<file path="config.mk">
export PLATFORM = sky130hd
export DESIGN_NAME = fifo_write_arbiter
export DESIGN_NICKNAME = d
export VERILOG_FILES = /design/src/rtl/fifo_write_arbiter.sv
export SDC_FILE = /design/constraint.sdc
export NUM_CORES = 1
export LEC_CHECK = 0
export BUFFER_PORTS_ARGS = -buffer_cell sky130_fd_sc_hd__buf_2
export CAP_MARGIN = 20
export CORE_AREA = 2 2 87 106
export DETAILED_ROUTE_END_ITERATION = 7
export DIE_AREA = 0 0 89 108
export HOLD_SLACK_MARGIN = 0.05
export PLACE_DENSITY = 0.73
export SLEW_MARGIN = 10
export SYNTH_ARGS = -nofsm -noshare
export SYNTH_HDL_FRONTEND = slang
export SYNTH_SLANG_ARGS = --single-unit
</file>
<file path="constraint.sdc">
create_clock -name clk -period 5.35 [get_ports clk]
set_input_delay 0.8025 -clock clk [delete_from_list [all_inputs] [get_ports clk]]
set_output_delay 0.8025 -clock clk [all_outputs]
set_load 0.05 [all_outputs]
</file>
<file path="src/rtl/fifo_write_arbiter.sv">
// ============================================================================
// Module   : fifo_write_arbiter
// Brief    : Round-robin, burst-locking arbiter sharing one fifo write port
//            among NUM_REQ producers.
// Revision : 1.0
// ============================================================================
`default_nettype none

module fifo_write_arbiter #(
    parameter int NUM_REQ = 4,
    parameter int WIDTH   = 32,
    parameter int BURST   = 4
) (
    input  logic                       clk,
    input  logic                       rst,
    input  logic [NUM_REQ-1:0]         req_write_valid,
    input  logic [NUM_REQ*WIDTH-1:0]   req_in_data,
    output logic [NUM_REQ-1:0]         req_write_ready,
    output logic                       fifo_write_valid,
    input  logic                       fifo_write_ready,
    output logic [WIDTH-1:0]           fifo_in_data,
    output logic [NUM_REQ-1:0]         grant,
    output logic                       busy,
    output logic [31:0]                total_writes
);

    localparam int              OW          = (NUM_REQ > 1) ? $clog2(NUM_REQ) : 1;
    localparam logic [OW:0]     C_NREQ      = (OW+1)'(NUM_REQ);
    localparam logic [OW-1:0]   C_OWNER_RST = OW'(NUM_REQ - 1);
    localparam logic [7:0]      C_LAST_BEAT = 8'(BURST - 1);

    typedef enum logic [0:0] {
        IDLE  = 1'b0,
        GRANT = 1'b1
    } state_t;

    state_t          state_q, state_d;
    logic [OW-1:0]   owner_q, owner_d;
    logic [OW-1:0]   last_owner_q, last_owner_d;
    logic [7:0]      beat_cnt_q, beat_cnt_d;
    logic [31:0]     total_q, total_d;

    logic [OW-1:0]   w_pick;
    logic            w_any_req;
    logic [OW:0]     w_scan;
    logic            w_owner_valid;
    logic            w_beat;

    // Rotating priority: first valid requester after last_owner, with wrap.
    always_comb begin
        w_pick    = last_owner_q;
        w_any_req = 1'b0;
        w_scan    = '0;
        for (int k = 1; k <= NUM_REQ; k++) begin
            w_scan = {1'b0, last_owner_q} + (OW+1)'(k);
            if (w_scan >= C_NREQ) begin
                w_scan = w_scan - C_NREQ;
            end
            if (!w_any_req && req_write_valid[w_scan[OW-1:0]]) begin
                w_any_req = 1'b1;
                w_pick    = w_scan[OW-1:0];
            end
        end
    end

    assign busy          = (state_q == GRANT);
    assign w_owner_valid = req_write_valid[owner_q];
    assign w_beat        = busy & w_owner_valid & fifo_write_ready;
    assign total_writes  = total_q;

    always_comb begin
        req_write_ready  = '0;
        fifo_write_valid = 1'b0;
        fifo_in_data     = '0;
        grant            = '0;
        if (state_q == GRANT) begin
            fifo_write_valid         = w_owner_valid;
            req_write_ready[owner_q] = fifo_write_ready;
            grant[owner_q]           = 1'b1;
            for (int i = 0; i < NUM_REQ; i++) begin
                if (owner_q == OW'(i)) begin
                    fifo_in_data = req_in_data[i*WIDTH +: WIDTH];
                end
            end
        end
    end

    always_comb begin
        state_d      = state_q;
        owner_d      = owner_q;
        last_owner_d = last_owner_q;
        beat_cnt_d   = beat_cnt_q;
        total_d      = total_q;
        case (state_q)
            IDLE: begin
                if (w_any_req) begin
                    owner_d    = w_pick;
                    beat_cnt_d = 8'd0;
                    state_d    = GRANT;
                end
            end
            GRANT: begin
                if (w_beat) begin
                    beat_cnt_d = beat_cnt_q + 8'd1;
                    total_d    = total_q + 32'd1;
                end
                // A full fifo with a valid owner falls through both arms and holds.
                if (!w_owner_valid || (w_beat && (beat_cnt_q == C_LAST_BEAT))) begin
                    state_d      = IDLE;
                    last_owner_d = owner_q;
                end
            end
            default: state_d = IDLE;
        endcase
    end

    always_ff @(posedge clk or negedge rst) begin
        if (!rst) begin
            state_q      <= IDLE;
            owner_q      <= '0;
            last_owner_q <= C_OWNER_RST;
            beat_cnt_q   <= 8'd0;
            total_q      <= 32'd0;
        end else begin
            state_q      <= state_d;
            owner_q      <= owner_d;
            last_owner_q <= last_owner_d;
            beat_cnt_q   <= beat_cnt_d;
            total_q      <= total_d;
        end
    end

endmodule

`default_nettype wire
</file>
==> impl_results.md <==
* Worst-case clock skew at 0.00787 ns
* Syn-to-layout area delta at 37.7%
* Hpwl dp at 8.89 mm
* Site Rows at 37
* Starting density of the core at 38.2%
* Vias per inst at 5.18
* Total global routing track utilization at 22.2%
* Final #Nets at 631
* H-tree Lvls at 2
* Post-synthesis sequential area ratio at 34.7%
* Fraction of layout cells with a size suffix above 1 at 53.7%
* Hold_buf cts at 0
* Remaining DRCs at 0
* PD cells at 502 nW/um^2
* Die Span X at 89 um
* Slew HR at 40.9%
* Placed insts at 603
* Netlist cell types at 38
* First-pass GRT wire length at 16.0 mm
* Worst-path maximum fanout at 42
* Worst-skew pair later-pin latency at 0.30 ns
* R2R depth at 6
* Flop2flop setup slack at 2.63 ns
* Result of the run: finished clean
* Root buffer cell: clkbuf_8
* Clock sinks at 45
* Register bit total from synthesis at 45
* Predominant post-synthesis flop cell: dfrtp_1
* Clk buf depth at 2
* CP Launch Type: register
* Area of the die at 9610 sq um
* Setup violation total in the final timing report at 0
* Fmax at 0.318 GHz
* Core footprint at 8520 sq um
* CP endpoint kind: output port
* Number of flops mapped to enable cells by yosys at 0
* LEAKAGE at 0.00231 uW
* Vias at 3186
* Post-Synthesis Cells at 295
* CTS Buf Count at 5
* Hold Path Stages at 1
* Filler Cell Count at 812
* Initial antenna violation count at 6
* Post-CTS Setup Repair Bufs at 0
* Final ANT Viol Nets at 0
* Non-filler cells in the finished layout at 615
* Wire per inst at 17.6 um
* CTS tree: yes
* RSZ-0062 raised after global routing: false
* Net count after synthesis at 432
* Clock edge transition at the registers on the reported setup and hold paths at 0.09 ns
* Slew Limit Fails at 0
* Io pins at 209
* DIE HEIGHT at 108 um
* WHS Endpoint: total_writes[31]$_DFFE_PN0P_
* Final Hold Viols at 0
* Critical path class: register to output port
* Syn_area_per_cell at 11.0 sq um
* Largest net degree at the start of global routing at 46
* Vias in the first global route at 3119
* Critical path arrival at 2.34 ns
* RD Place Congestion at 0.900
* Critical R2R Capture: total_writes[20]$_DFFE_PN0P_
* WP data required at 4.55 ns
* Synth Warn # at 0
* Initial drt markers at 114
* Max-cap violations at 0
* Post-CTS Resized at 0
* Port Buf Inserts at 208
* Cell Area, Synth at 3250 sq um
* Tmin final at 3.14 ns
* Drt pass-1 iters at 4
* HP Start: total_writes[31]$_DFFE_PN0P_
* Worst r2r src: busy$_DFF_PN0_
* Worst min path class: register to register
* Worst-Margin Slew at 0.886 ns
* Routed WL at 10.8 mm
* TNS Setup at 0 ns
* Async S/R FF share, synth at 100%
* Overflow left after global routing at 0
* Fin crit share at 58.7%
* Peak VDD IR at 219 uV
==> placed cells by master, fill, tap and decap left out, types with 2 or more instances in the layout <==
master and count:
a21oi_1 2, dfstp_2 2, nand2_1 20, nand3_2 3, dfrtp_2 2, nand3_1 16
mux4_2 33, clkbuf_1 2, dfrtp_1 41, diode_2 3, xnor2_1 15, and2_1 35
clkbuf_8 5, ha_1 2, nand4_1 10, o21ai_0 8, and3_1 9, inv_1 7
nor3_2 2, and4_1 3, nor3b_1 4, buf_2 208, nor3_1 3, nor2_1 22
xor2_1 18, mux2_2 3, nand4_2 2, nand3b_1 2
==> metrics by stage <==
stage	cell area [sq um]	power [uW]	hold WS [ns]	setup WS, ns	utilization (%)
3_5_place_dp	4360	2060	0.460	2.51	51.2
6_report	4480	2250	0.470	2.21	52.6
5_1_grt	4480	2380	0.499	2.07	52.6
4_1_cts	4450	2270	0.472	2.17	52.2
2_1_floorplan	3250	1730	0.471	2.28	-
3_3_place_gp	4340	2020	0.451	2.33	51.0
==> where the power goes <==
part / leakage (uW) / switching, uW / internal [uW] / total [uW]
registers: 0.000594 / 147 / 390 / 536
logic: 0.00168 / 972 / 536 / 1510
clock network: 0.0000385 / 113 / 92.5 / 205
total: 0.00231 / 1230 / 1020 / 2250
==> synth_stat cells, drive strengths merged (4+ instances only) <==
cell | count | area share, %
and2 | 35 | 6.7
and3 | 9 | 1.7
buf | 10 | 2.3
clkbuf | 9 | 1.0
dfrtp | 43 | 33
inv | 7 | 0.81
mux4 | 33 | 23
nand2 | 20 | 2.3
nand3 | 19 | 3.4
nand4 | 12 | 2.7
nor2 | 22 | 2.5
nor3 | 5 | 1.1
nor3b | 4 | 0.92
o21ai | 8 | 1.2
xnor2 | 15 | 4.0
xor2 | 18 | 4.8
==> worst max-delay path, cell delays in order, from the launching register on <==
cell	delay (ns)
dfrtp_2	0.96
mux4_2	0.69
inv_1	0.13
nor2_1	0.05
buf_2	0.22
==> logic make-up after synthesis <==
group	after synthesis	synth area share (%)
mux	37	24.2
buf+inv	26	4.15
compound gates	16	2.96
fa+ha+maj	2	0.769
simple gates	136	24.4
flops	45	34.7
xor+xnor	33	8.88
==> state kept, by name, indices dropped and copies added, names as in the netlist <==
signal / cells
beat_cnt_q: 8
owner_q: 2
total_writes: 32
last_owner_q: 2
busy: 1
==> layer usage <==
layer / vias up / GRT usage [%] / routed length, um
li1: 1471 / - / -
met1: 1517 / 25.2 / 3960
met2: 169 / 37.8 / 5390
met3: 23 / 8.85 / 1220
met4: 6 / 7.36 / 227
met5: - / 0 / 43
==> final cells by class <==
| type | count | area (sq um) | share of cell area (%) |
|---|---|---|---|
| multi-input cells | 224 | 1990 | 44.4 |
| flip-flops and latches | 45 | 1130 | 25.2 |
| repair buffers | 211 | 1100 | 24.5 |
| well taps | 117 | 146 | 3.27 |
| clock buffers | 7 | 76.3 | 1.70 |
| inverters | 7 | 26.3 | 0.586 |
| clock inverters | 1 | 7.51 | 0.168 |
| diodes | 3 | 7.51 | 0.168 |
==> worst max path at each step <==
| stage | from | to | slack [ns] |
|---|---|---|---|
| global placement | owner_q[0]$_DFFE_PN0P_ | fifo_in_data[14] | 2.33 |
| CTS | owner_q[1]$_DFFE_PN0P_ | fifo_write_valid | 2.17 |
| detailed placement | owner_q[1]$_DFFE_PN0P_ | fifo_write_valid | 2.51 |
| floorplan | busy$_DFF_PN0_ | grant[1] | 2.28 |
| global route | owner_q[1]$_DFFE_PN0P_ | fifo_write_valid | 2.07 |
| finish | owner_q[1]$_DFFE_PN0P_ | fifo_write_valid | 2.21 |
Power figures use the tool's default switching activity.
